File: config.mk
export PLATFORM = sky130hd
export DESIGN_NAME = ping_capture_sequencer_flat
export DESIGN_NICKNAME = d
export VERILOG_FILES = /design/src/rtl/ping_capture_sequencer_if.sv /design/src/rtl/ping_capture_sequencer.sv /design/src/flat_wrapper.sv
export SDC_FILE = /design/constraint.sdc
export NUM_CORES = 1
export LEC_CHECK = 0
export CORE_ASPECT_RATIO = 0.75
export CORE_UTILIZATION = 50
export CTS_BUF_LIST = sky130_fd_sc_hd__clkbuf_16
export DETAILED_ROUTE_END_ITERATION = 8
export DONT_BUFFER_PORTS = 1
export PLACE_DENSITY_LB_ADDON = 0.2
export SYNTH_ARGS = -nofsm -noshare
export SYNTH_HDL_FRONTEND = slang
export SYNTH_SLANG_ARGS = --single-unit
export TNS_END_PERCENT = 10
File: constraint.sdc
create_clock -name clk -period 2.1 [get_ports clk]
set_clock_uncertainty 0.2 [all_clocks]
set_input_delay 0.21 -clock clk [delete_from_list [all_inputs] [get_ports clk]]
set_output_delay 0.21 -clock clk [all_outputs]
set_load 0.01 [all_outputs]
File: src/rtl/ping_capture_sequencer_if.sv
// Handshake and data bundle between the ping sequencer, the per-channel estimators,
// the triangulation solver and the position consumer.
interface ping_capture_sequencer_if #(
    parameter int unsigned N  = 3,
    parameter int unsigned DW = 8
);
    logic            arm;
    logic [N-1:0]    hit_valid;
    logic [N*DW-1:0] hit_dist;
    logic            solve_start;
    logic [N*DW-1:0] solve_dist;
    logic            solve_done;
    logic [8:0]      solve_pos;
    logic            pos_valid;
    logic            pos_ready;
    logic [8:0]      pos;
    logic [N-1:0]    hit_mask;
    logic            busy;
    logic            timeout_err;

    // Sequencer side.
    modport slave (
        input  arm, hit_valid, hit_dist, solve_done, solve_pos, pos_ready,
        output solve_start, solve_dist, pos_valid, pos, hit_mask, busy, timeout_err
    );

    // Environment side: estimators, solver and consumer.
    modport master (
        output arm, hit_valid, hit_dist, solve_done, solve_pos, pos_ready,
        input  solve_start, solve_dist, pos_valid, pos, hit_mask, busy, timeout_err
    );
endinterface

File: src/rtl/ping_capture_sequencer.sv
// Captures one ping's per-channel distances within a bounded window, runs the solver and
// returns its position. Define PING_SEQ_AUTO_REARM_EN to re-enter capture automatically.
module ping_capture_sequencer #(
    parameter int unsigned N      = 3,
    parameter int unsigned DW     = 8,
    parameter int unsigned WINDOW = 1023
) (
    input logic                   clk,
    input logic                   rst_n,
    ping_capture_sequencer_if.slave bus
);
    localparam int unsigned CW = $clog2(WINDOW + 1);
    localparam logic [CW-1:0] WinLast = CW'(WINDOW);

    typedef enum logic [2:0] {StIdle, StCapture, StSolve, StWait, StOutput} state_e;

    state_e          state_q, state_d;
    logic [N-1:0]    mask_q, mask_d;
    logic [N*DW-1:0] dist_q, dist_d;
    logic [CW-1:0]   cnt_q, cnt_d;
    logic [8:0]      pos_q, pos_d;
    logic            solve_start_q, solve_start_d;
    logic            pos_valid_q, pos_valid_d;
    logic            busy_q, busy_d;
    logic            timeout_q, timeout_d;
    logic [N-1:0]    new_hits;

    always_comb begin
        state_d   = state_q;
        mask_d    = mask_q;
        dist_d    = dist_q;
        cnt_d     = cnt_q;
        pos_d     = pos_q;
        timeout_d = 1'b0;
        new_hits  = '0;
        unique case (state_q)
            StIdle: begin
                if (bus.arm) begin
                    state_d = StCapture;
                    mask_d  = '0;
                    cnt_d   = '0;
                end
            end
            StCapture: begin
                new_hits = bus.hit_valid & ~mask_q;
                mask_d   = mask_q | new_hits;
                for (int unsigned i = 0; i < N; i++) begin
                    if (new_hits[i]) dist_d[i*DW +: DW] = bus.hit_dist[i*DW +: DW];
                end
                // Counter only runs once the first hit has been latched; it saturates.
                if (mask_q != '0 && cnt_q != WinLast) cnt_d = cnt_q + CW'(1);
                if (&mask_d) begin
                    state_d = StSolve;
                end else if (mask_q != '0 && cnt_d == WinLast) begin
                    timeout_d = 1'b1;
`ifdef PING_SEQ_AUTO_REARM_EN
                    state_d   = StCapture;
                    mask_d    = '0;
                    cnt_d     = '0;
`else
                    state_d   = StIdle;
`endif
                end
            end
            StSolve: state_d = StWait;
            StWait: begin
                if (bus.solve_done) begin
                    pos_d   = bus.solve_pos;
                    state_d = StOutput;
                end
            end
            StOutput: begin
                if (bus.pos_ready) begin
`ifdef PING_SEQ_AUTO_REARM_EN
                    state_d = StCapture;
                    mask_d  = '0;
                    cnt_d   = '0;
`else
                    state_d = StIdle;
`endif
                end
            end
            default: state_d = StIdle;
        endcase
        solve_start_d = (state_d == StSolve);
        pos_valid_d   = (state_d == StOutput);
        busy_d        = (state_d != StIdle);
    end

    always_ff @(posedge clk) begin
        if (!rst_n) begin
            state_q       <= StIdle;
            mask_q        <= '0;
            dist_q        <= '0;
            cnt_q         <= '0;
            pos_q         <= '0;
            solve_start_q <= 1'b0;
            pos_valid_q   <= 1'b0;
            busy_q        <= 1'b0;
            timeout_q     <= 1'b0;
        end else begin
            state_q       <= state_d;
            mask_q        <= mask_d;
            dist_q        <= dist_d;
            cnt_q         <= cnt_d;
            pos_q         <= pos_d;
            solve_start_q <= solve_start_d;
            pos_valid_q   <= pos_valid_d;
            busy_q        <= busy_d;
            timeout_q     <= timeout_d;
        end
    end

    assign bus.solve_start = solve_start_q;
    assign bus.solve_dist  = dist_q;
    assign bus.pos_valid   = pos_valid_q;
    assign bus.pos         = pos_q;
    assign bus.hit_mask    = mask_q;
    assign bus.busy        = busy_q;
    assign bus.timeout_err = timeout_q;
endmodule

File: src/flat_wrapper.sv
// flat-port wrapper written by rule: the top's interface ports become plain ports
module ping_capture_sequencer_flat 
#(
    parameter int unsigned N      = 3,
    parameter int unsigned DW     = 8,
    parameter int unsigned WINDOW = 1023
)
  (clk, rst_n, bus_arm, bus_hit_valid, bus_hit_dist, bus_solve_done, bus_solve_pos, bus_pos_ready, bus_solve_start, bus_solve_dist, bus_pos_valid, bus_pos, bus_hit_mask, bus_busy, bus_timeout_err);
  ping_capture_sequencer_if #(.N(N), .DW(DW)) bus_i ();
  input logic clk;
  input logic rst_n;
  input wire logic [$bits(bus_i.arm)-1:0] bus_arm;
  input wire logic [$bits(bus_i.hit_valid)-1:0] bus_hit_valid;
  input wire logic [$bits(bus_i.hit_dist)-1:0] bus_hit_dist;
  input wire logic [$bits(bus_i.solve_done)-1:0] bus_solve_done;
  input wire logic [$bits(bus_i.solve_pos)-1:0] bus_solve_pos;
  input wire logic [$bits(bus_i.pos_ready)-1:0] bus_pos_ready;
  output wire logic [$bits(bus_i.solve_start)-1:0] bus_solve_start;
  output wire logic [$bits(bus_i.solve_dist)-1:0] bus_solve_dist;
  output wire logic [$bits(bus_i.pos_valid)-1:0] bus_pos_valid;
  output wire logic [$bits(bus_i.pos)-1:0] bus_pos;
  output wire logic [$bits(bus_i.hit_mask)-1:0] bus_hit_mask;
  output wire logic [$bits(bus_i.busy)-1:0] bus_busy;
  output wire logic [$bits(bus_i.timeout_err)-1:0] bus_timeout_err;
  assign bus_i.arm = bus_arm;
  assign bus_i.hit_valid = bus_hit_valid;
  assign bus_i.hit_dist = bus_hit_dist;
  assign bus_i.solve_done = bus_solve_done;
  assign bus_i.solve_pos = bus_solve_pos;
  assign bus_i.pos_ready = bus_pos_ready;
  assign bus_solve_start = bus_i.solve_start;
  assign bus_solve_dist = bus_i.solve_dist;
  assign bus_pos_valid = bus_i.pos_valid;
  assign bus_pos = bus_i.pos;
  assign bus_hit_mask = bus_i.hit_mask;
  assign bus_busy = bus_i.busy;
  assign bus_timeout_err = bus_i.timeout_err;
  ping_capture_sequencer #(.N(N), .DW(DW), .WINDOW(WINDOW)) u_core (.clk(clk), .rst_n(rst_n), .bus(bus_i));
endmodule
==> results.md, run 1 <==
- Syn. warnings: 0
- Max Cap Viol: 0
- First-pass GRT wire length: about 10 mm
- Die area: 5290 um^2
- Fill cell count: 350
- Total GRT Usage: 0.236
- Mapped cell area: ~2500 um^2
- Cell Count, Final, Fillers Out: between 300 and 400
- Worst VDD drop: 0.703 mV
- Required @ worst endpoint: 2.12 ns
- Hold WC Path Type: in2reg
- Final Critical Period: just over 2 ns
- # IOs: 81
- Routability cong.: about 0.93
- Primary FF master, synth: dfxtp_1
- Yosys reg bits: 53
- CORE AREA: ~4600 um^2
- Most frequent cells in the layout: 51 x dfxtp_1, 37 x dlygate4sd3_1, 31 x nor2b_1, 27 x nand2_1, 25 x mux2i_1
- Share of cells above drive strength 1: 0.139
- Port Buffers: 0
- Final Power: 0.00237 W
- Commonest non-fill, non-tap cell in the layout: dfxtp_1
- Synth async-reset ratio: 0
- Initial DRC count: 150
- Post-Syn Area per Cell: ~9.4 um^2
- # diodes: 0
- Vias in the first global route: 2048
- Yosys cell types: 47
- CP Capture Point: u_core.bus.timeout_err
- Total grt overflow: 0
- Sequential fraction of the synthesis area: 0.424
- Drt first pass iters: 4
- Root Driver: clkbuf_16
- Leak: around 1.4 nW
- Inserted Clock Buffers: 5
- Final-report hold violation count: 2
- Antenna Nets Post-Route: 0
- Clk Latency, worst-skew pair: 0.29 ns
- Final setup viols: 0
- Area grow syn2layout: 29.5%
- Initial antenna violation count: 0
- Reg2reg setup slack: ~0.032 ns
- RR Startpoint: u_core.cnt_q[1]
- Worst-case clock buffer depth: 2
- Internal Power: 0.00183 W
- Cells after Synth: around 270
- RSZ-0062 raised after global routing: true
- DP HPWL: between 3 and 4 mm
- Period utilisation layout: 0.985
- Sink Count: between 50 and 60
- Starting Density: 0.541
- EDFF count, synth: 0
- Largest net degree at the start of global routing: 53
- Slew margin rel.: 0.483
- Height of the die: approximately 63 um
- Syn_nets: a little over 300
- Hold_ws: -0.000499 ns
- Flop pwr share: 0.455
- Crit path arrival time: between 2 and 2.5 ns
- Slew Limit Fails: 0
- Routed WL: approximately 6.0 mm
- Worst Tran Pin Value: 0.770 ns
- Final net count: about 360
- P_sw: between 0.0005 and 0.0006 W
- Net Sw Frac: 0.226
- Worst setup SP type: flop
- Crit Path Max Fanout: 5
- Logic pwr share: 0.130
- Die Wd: about 84 um
- RR Endpoint: u_core.bus.timeout_err
- Setup CP Type: reg2reg
- Status: finished with violations
- CP endpoint kind: flop
- DRC Markers: 0
- Crit path from: u_core.cnt_q[1]
- Max Clk Rate: approximately 0.48 GHz
- H-Tree Depth: 2
- Wire length per cell: 16.1 um
- CTS tree: yes
- Pwr Density: approximately 730 nW/um^2
- Failing checks: negative hold slack
- Clock slew at reported path FFs: roughly 0.07 ns
- Vias per cell: approximately 5.6
- Share of total power in the clock network: 0.415
- Register Area: ~1100 um^2
- Multi-input logic area: roughly 1300 um^2
- Placed Cells: 326
- R2r worst-path depth: 8
- Vias: about 2100
- Row Count: 21
Yosys cell counts, types with 2 or more instances:
library cell / instances / area [um^2]
buf_6: 5 / 56.3
a31oi_1: 2 / 12.5
nor2b_1: 31 / 194
nand3b_1: 3 / 22.5
buf_2: 3 / 15.0
a21oi_1: 9 / 45.0
and3_1: 4 / 25.0
nand4_1: 5 / 31.3
mux2i_1: 25 / 250
nor3_1: 7 / 35.0
o311a_1: 2 / 20.0
a21boi_0: 14 / 105
mux2_2: 2 / 22.5
a21o_1: 4 / 30.0
o21a_1: 4 / 30.0
nand2_1: 27 / 101
dfxtp_1: 53 / 1060
a41oi_1: 2 / 17.5
inv_1: 4 / 15.0
nand3_1: 4 / 20.0
clkbuf_1: 10 / 37.5
nor3b_1: 2 / 15.0
o31ai_1: 2 / 15.0
nor2_1: 10 / 37.5
a22oi_1: 5 / 37.5
or3_1: 4 / 25.0
o21ai_0: 3 / 15.0
through the flow:
stage | setup slack, ns | hold slack, ns | cell area [um^2] | util | setup TNS, ns
after CTS | 0.0317 | 0.00119 | 3230 | 0.698 | 0
after global routing | -0.0810 | 0.0178 | 3240 | 0.700 | -0.220
after detailed placement | 0.0433 | 0.137 | 2650 | 0.572 | 0
after floorplan | -0.0600 | 0.155 | 2520 | - | -0.115
final | 0.0317 | -0.000499 | 3240 | 0.700 | 0
after global placement | 0.0703 | 0.134 | 2650 | 0.572 | 0
power groups by stage:
stage          clock network, W  registers (W)  logic [W]
2_1_floorplan                 0        0.00110   0.000179
3_3_place_gp                  0        0.00110   0.000219
3_5_place_dp                  0        0.00110   0.000223
4_1_cts                0.000992        0.00108   0.000295
5_1_grt                 0.00103        0.00108   0.000334
6_report               0.000981        0.00108   0.000307
area by class of cell:
| class | count | area share |
|---|---|---|
| Inverter | 4 | 0.00464 |
| Clock inverter | 2 | 0.0108 |
| Sequential cell | 53 | 0.329 |
| Multi-Input combinational cell | 191 | 0.414 |
| Clock buffer | 6 | 0.0464 |
| Tap cell | 57 | 0.0220 |
| Timing Repair Buffer | 60 | 0.173 |
logic make-up (layout without fill, tap and decap cells):
group | Yosys count | in the layout | synth area share
adders and majority gates | 1 | 1 | 0.00500
and+or+nand+nor | 104 | 104 | 0.225
muxes | 27 | 27 | 0.109
AOI/OAI and AO/OA | 58 | 58 | 0.183
DFF | 53 | 53 | 0.424
buffers and inverters | 22 | 72 | 0.0495
xor gates and xnor gates | 1 | 1 | 0.00350
registers in the layout, summed over array words and instances, names as in the netlist:
register and flops:
u_core.bus.solve_dist 24, u_core.bus.pos 9, u_core.cnt_q 10, u_core.bus.solve_start 1
u_core.bus.pos_valid 1, u_core.bus.timeout_err 1, u_core.state_q 3, u_core.bus.hit_mask 3
u_core.bus.busy 1
worst min path at each step:
stage	startpoint	depth (start not counted)	end	slack (ns)
2_1_floorplan	bus_solve_pos[1]	2	u_core.bus.pos[1]	0.15
3_3_place_gp	rst_n	1	u_core.state_q[2]	0.13
3_5_place_dp	rst_n	1	u_core.bus.pos_valid	0.14
4_1_cts	bus_hit_valid[0]	2	u_core.bus.solve_start	0.001
5_1_grt	bus_hit_valid[1]	3	u_core.bus.hit_mask[1]	0.02
6_report	bus_hit_valid[0]	2	u_core.bus.solve_start	-0.0005
worst max-delay path, stage by stage (launching register included):
cell and delay (ns):
dfxtp_2 0.35, ha_4 0.13, and4_4 0.24, buf_4 0.13
and3_1 0.17, o2111a_1 0.17, nand4_1 0.13, or3_1 0.38
nor3_2 0.10
what timing repair did:
item,4_1_cts,5_1_grt
pin swaps,0,1
endpoints found under the setup margin,1,25
gates resized for setup,1,2
hold buffers,38,0
buffers inserted,0,1
endpoints found under the hold margin,53,0
routing by layer:
layer | up-vias | routed length, um | GRT usage
li1 | 1042 | - | -
met1 | 939 | 2840 | 0.321
met2 | 83 | 2560 | 0.359
met3 | 10 | 550 | 0.0799
met4 | 0 | 68 | 0.0614
met5 | - | 0 | 0
Power figures use the tool's default switching activity.
==> run 2, diff against run 1 <==
--- a/config.mk
+++ b/config.mk
@@ -11,6 +11,7 @@
 export DETAILED_ROUTE_END_ITERATION = 8
 export DONT_BUFFER_PORTS = 1
 export PLACE_DENSITY_LB_ADDON = 0.2
+export SKIP_CTS_REPAIR_TIMING = 1
 export SYNTH_ARGS = -nofsm -noshare
 export SYNTH_HDL_FRONTEND = slang
 export SYNTH_SLANG_ARGS = --single-unit
==> results.md, run 2 (same netlist as run 1, synthesis figures left out) <==
- Worst-case clock buffer depth: 2 (unchanged)
- Routed WL: 5.94 mm (-1.3%)
- First-pass GRT wire length: 8.60 mm (-14%)
- CTS tree: yes
- Worst setup SP type: flop
- Sink Count: 53 (unchanged)
- Multi-input logic area: 1340 um^2 (about the same)
- Hold Crit Start: bus_hit_valid[2]
- Max Clk Rate: 0.485 GHz (+0.30%)
- Required @ worst endpoint: 2.12 ns (about the same)
- Area grow syn2layout: 29.1%
- Largest net degree at the start of global routing: 53 (unchanged)
- Hold WC Path Type: in2reg
- Reg2reg setup slack: 0.04 ns (about the same)
- Port Buffers: 0 (unchanged)
- Status: finished with violations
- Final setup viols: 0 (unchanged)
- Routability cong.: 0.927 (unchanged)
- Met2 Usage GRT: 0.285 (-0.0742)
- Drt first pass iters: 4 (unchanged)
- Crit Path Max Fanout: 9 (+4)
- Inserted Clock Buffers: 5 (unchanged)
- Starting Density: 0.541 (unchanged)
- Logic pwr share: 0.129 (about the same)
- Leak: 1.36 nW (-0.27%)
- Vias per cell: 5.66 (+1.9%)
- DP HPWL: 3.73 mm (unchanged)
- Row Count: 21 (unchanged)
- Max reg flops: 24 (unchanged)
- R2r worst-path depth: 8 (unchanged)
- Setup CP Type: reg2reg
- Hold_ws: -0.000760 ns (-0.000261 ns)
- Worst Tran Pin Value: 0.760 ns (-0.0102 ns)
- Most frequent cells in the layout: 51 x dfxtp_1, 36 x dlygate4sd3_1, 31 x nor2b_1, 27 x nand2_1, 25 x mux2i_1
- Share of total power in the clock network: 0.415 (about the same)
- Total grt overflow: 0 (unchanged)
- Initial DRC count: 164 (+9.3%)
- Internal Power: 0.00183 W (about the same)
- Pwr Density: 731 nW/um^2 (+0.11%)
- Final TNS setup: 0 ns (unchanged)
- Antenna Nets Post-Route: 0 (unchanged)
- Final Critical Period: 2.06 ns (-0.00616 ns)
- Failing checks: negative hold slack
- Cell Count, Final, Fillers Out: 372 (-0.27%)
- Vias: 2107 (+1.6%)
- P_sw: 0.000532 W (-0.57%)
- # diodes: 0 (unchanged)
- Period utilisation layout: 0.982 (-0.00294)
- CORE AREA: 4620 um^2 (unchanged)
- Final net count: 356 (-0.28%)
- M3 GR Usage: 0.0708 (-0.00917)
- GRT busiest layer: met1
- Clk Latency, worst-skew pair: 0.29 ns (about the same)
- Slew margin rel.: 0.490 (+0.00686)
- Met1 GRT Util: 0.290 (-0.0310)
- Root Driver: clkbuf_16
- RSZ-0062 raised after global routing: true
- Vias in the first global route: 1792 (-13%)
- Net Sw Frac: 0.225 (-0.000929)
- Crit path from: u_core.cnt_q[1]
- Final-report hold violation count: 1 (-1)
- Wire length per cell: 16.0 um (-1.0%)
- Max Cap Viol: 0 (unchanged)
- Share of cells above drive strength 1: 0.143 (+0.00362)
- Post-layout util: 0.698 (-0.00189)
- Clock slew at reported path FFs: 0.07 ns (about the same)
- Die Wd: 83.6 um (unchanged)
- Height of the die: 63.2 um (unchanged)
- Die area: 5290 um^2 (unchanged)
- Commonest non-fill, non-tap cell in the layout: dfxtp_1
- CP endpoint kind: flop
- Cells along the critical path: ha_4, and4_4, a41oi_4, buf_6, a31oi_4, o211ai_2, or3_1, nor3_2
- Initial antenna violation count: 0 (unchanged)
- # IOs: 81 (unchanged)
- Total GRT Usage: 0.202 (-0.0339)
- Placed Cells: 326 (unchanged)
- Flop pwr share: 0.456 (about the same)
- CP max stage cell: or3_1
- DRC Markers: 0 (unchanged)
- Worst VDD drop: 0.696 mV (-1.1%)
- Register Area: 1070 um^2 (unchanged)
- Slew Limit Fails: 0 (unchanged)
- Max incr delay on CP: 0.37 ns (about the same)
- H-Tree Depth: 2 (unchanged)
- RR Endpoint: u_core.bus.timeout_err
- RR Startpoint: u_core.cnt_q[1]
- Fill cell count: 352 (+0.57%)
- Crit path arrival time: 2.08 ns (about the same)
- CP Capture Point: u_core.bus.timeout_err
-- run 2: cell count changes in the layout (fill, tap and decap cells not counted) --
| cell | delta |
|---|---|
| a21boi_0 | -2 |
| a21boi_1 | +2 |
| and3_1 | -1 |
| and3_2 | +1 |
| dlygate4sd3_1 | -1 |
-- run 2: metal layers --
layer,part of all wire,vias up
met3,0.094,6
met1,0.47,971
met4,0.0077,0
li1,-,1044
met5,0,-
met2,0.43,86
-- run 2: cell type report --
class / count / share of cell area
Inverter: 4 / 0.00465
Timing Repair Buffer: 59 / 0.170
Multi-Input combinational cell: 191 / 0.416
Tap cell: 57 / 0.0221
Sequential cell: 53 / 0.330
Clock inverter: 2 / 0.0109
Clock buffer: 6 / 0.0465
-- run 2: how the worst min path moves through the flow --
stage | cells after the start | endpoint | slack [ns]
after global placement | 1 | u_core.state_q[2] | 0.13
after floorplan | 2 | u_core.bus.pos[1] | 0.15
final | 2 | u_core.bus.solve_start | -0.0008
after CTS | 1 | u_core.state_q[2] | -0.16
after global routing | 2 | u_core.bus.solve_start | 0.02
after detailed placement | 1 | u_core.bus.pos_valid | 0.14
-- run 2: stage by stage --
stage	total power [W]	hold slack (ns)	worst slack, ns	cell area, um^2
after floorplan	0.00127	0.155	-0.0600	2520
after global placement	0.00132	0.134	0.0703	2650
after detailed placement	0.00132	0.137	0.0433	2650
after CTS	0.00229	-0.160	-0.0138	2830
after global routing	0.00245	0.0161	-0.0391	3230
final	0.00236	-0.000760	0.0379	3230
-- run 2: power by group through the flow --
stage                     registers, W  logic [W]  clock network, W
after floorplan                0.00110   0.000179                 0
after global placement         0.00110   0.000219                 0
after detailed placement       0.00110   0.000223                 0
after CTS                      0.00108   0.000224          0.000992
after global routing           0.00108   0.000332           0.00103
final                          0.00108   0.000304          0.000980
-- run 2: critical path: cells and delay by family (launching register included) --
family | cells | cell delay [ns]
AOI/OAI and AO/OA | 3 | 0.42
adders and majority gates | 1 | 0.13
buffers and inverters | 1 | 0.18
DFF | 1 | 0.35
and+or+nand+nor | 3 | 0.71
==> run 3, diff against run 2 <==
--- a/config.mk
+++ b/config.mk
@@ -6,6 +6,7 @@
 export NUM_CORES = 1
 export LEC_CHECK = 0
 export CORE_ASPECT_RATIO = 0.75
+export CORE_MARGIN = 3
 export CORE_UTILIZATION = 50
 export CTS_BUF_LIST = sky130_fd_sc_hd__clkbuf_16
 export DETAILED_ROUTE_END_ITERATION = 8
==> results.md, run 3 (same netlist as run 1, synthesis figures left out) <==
- Row Count: 21 (unchanged)
- Period utilisation layout: 0.973 (-0.00870)
- Flop pwr share: 0.487 (+0.031)
- RSZ-0062 raised after global routing: true
- Die Wd: 87.6 um (+4.8%)
- CP max stage cell: or3_1
- Max Clk Rate: 0.489 GHz (+0.89%)
- Vias in the first global route: 1732 (-3.3%)
- DRC Markers: 0 (unchanged)
- Initial antenna violation count: 0 (unchanged)
- Vias: 2157 (+2.4%)
- First-pass GRT wire length: 8.42 mm (-2.0%)
- Status: finished with violations
- Antenna Nets Post-Route: 0 (unchanged)
- Max Cap Viol: 0 (unchanged)
- Worst VDD drop: 0.530 mV (-24%)
- Max incr delay on CP: 0.37 ns (about the same)
- Sink Count: 53 (unchanged)
- Worst Tran Pin Value: 0.822 ns (+0.0621 ns)
- Logic pwr share: 0.139 (+0.010)
- Total GRT Usage: 0.184 (-0.0185)
- Routability cong.: 0.888 (-4.2%)
- Port Buffers: 0 (unchanged)
- Total grt overflow: 0 (unchanged)
- Largest net degree at the start of global routing: 53 (unchanged)
- Final Power: 0.00221 W (-6.2%)
- Vias per cell: 5.78 (+2.1%)
- Routed WL: 6.29 mm (+5.9%)
- Drt first pass iters: 4 (unchanged)
- Internal Power: 0.00165 W (-10%)
- DP HPWL: 4.03 mm (+7.8%)
- Die area: 5890 um^2 (+11%)
- Failing checks: negative hold slack
- CTS tree: yes
- Inserted Clock Buffers: 5 (unchanged)
- # diodes: 0 (unchanged)
- Pwr Density: 693 nW/um^2 (-5.3%)
- Dpl ws: 0.0214 ns (-0.0219 ns)
- Root Driver: clkbuf_16
- Final Critical Period: 2.04 ns (-0.0183 ns)
- Hold WC Path Type: in2reg
- Slew Limit Fails: 0 (unchanged)
- Crit path arrival time: 2.07 ns (about the same)
- Wire length per cell: 16.9 um (+5.6%)
- Share of cells above drive strength 1: 0.149 (+0.00588)
- Crit Path Max Fanout: 4 (-5)
- Net Sw Frac: 0.257 (+0.0315)
- Initial DRC count: 129 (-21%)
- Clock slew at reported path FFs: 0.07 ns (about the same)
- Final setup viols: 0 (unchanged)
- Final-report hold violation count: 2 (+1)
- Height of the die: 67.2 um (+6.3%)
- Worst-case clock buffer depth: 2 (unchanged)
- H-Tree Depth: 2 (unchanged)
- Starting Density: 0.538 (-0.00305)
- Max reg flops: 24 (unchanged)
- CP endpoint kind: flop
- Final net count: 357 (+0.28%)
- Worst setup margin: 0.0561 ns (+0.0183 ns)
- Setup CP Type: reg2reg
- # IOs: 81 (unchanged)
- P_sw: 0.000569 W (+6.9%)
- Required @ worst endpoint: 2.12 ns (about the same)
- Cells along the critical path: ha_4, and4_4, a41oi_4, buf_6, a31oi_4, o211ai_2, or3_1, nor3_2
- Commonest non-fill, non-tap cell in the layout: dfxtp_1
- Clk Latency, worst-skew pair: 0.29 ns (about the same)
- Area grow syn2layout: 27.9%
- Fill cell count: 368 (+4.5%)
- Leak: 1.34 nW (-1.3%)
- Worst setup SP type: flop
- Share of total power in the clock network: 0.374 (-0.041)
- Hold_ws: -0.0159 ns (-0.0151 ns)
- CORE AREA: 4650 um^2 (+0.57%)
- Slew margin rel.: 0.448 (-0.0417)
- Most frequent cells in the layout: 51 x dfxtp_1, 35 x dlygate4sd3_1, 31 x nor2b_1, 27 x nand2_1, 25 x mux2i_1
==> run 3: worst paths after layout <==
| path | endpoint | from | cells after the start | slack [ns] |
|---|---|---|---|---|
| worst min-delay path | u_core.bus.solve_start | bus_hit_valid[1] | 2 | -0.02 |
| worst min register to register | u_core.bus.pos[4] | u_core.bus.pos[4] | 2 | 0.32 |
| worst max-delay path | u_core.bus.timeout_err | u_core.cnt_q[1] | 8 | 0.06 |
| worst max register to register | u_core.bus.timeout_err | u_core.cnt_q[1] | 8 | 0.06 |
==> run 3: worst max-delay path: cells and delay by family, from the launching register on <==
family	cells	cell delay [ns]
compound gates	3	0.42
fa+ha+maj	1	0.13
buf+inv	1	0.16
flops	1	0.35
simple gates	3	0.70
==> run 3: cell type report <==
| class | instances | area (um^2) | area share |
|---|---|---|---|
| Sequential cell | 53 | 1070 | 0.333 |
| Timing Repair Buffer | 60 | 554 | 0.173 |
| Clock buffer | 5 | 125 | 0.0391 |
| Multi-Input combinational cell | 191 | 1340 | 0.419 |
| Clock inverter | 3 | 25.0 | 0.00782 |
| Inverter | 4 | 15.0 | 0.00469 |
| Tap cell | 57 | 71.3 | 0.0223 |
==> run 3: routing by layer <==
| layer | share of wire | GRT usage |
|---|---|---|
| met4 | 0.0052 | 0.0460 |
| met3 | 0.098 | 0.0768 |
| met5 | 0 | 0 |
| met2 | 0.46 | 0.269 |
| met1 | 0.43 | 0.250 |
==> run 3: per-stage QoR <==
step / setup TNS (ns) / area, um^2 / std cells / utilization
after floorplan: -0.115 / 2520 / 266 / -
after CTS: -0.0115 / 2820 / 337 / 0.606
after global routing: -0.0678 / 3200 / 373 / 0.688
after global placement: 0 / 2670 / 329 / 0.574
final: 0 / 3200 / 373 / 0.688
after detailed placement: 0 / 2670 / 329 / 0.574
==> run 3: power groups by stage <==
stage	combinational, W	sequential [W]	clock (W)
after floorplan	0.000179	0.00110	0
after detailed placement	0.000230	0.00110	0
after global placement	0.000227	0.00110	0
after CTS	0.000230	0.00108	0.000838
final	0.000308	0.00108	0.000829
after global routing	0.000334	0.00108	0.000886
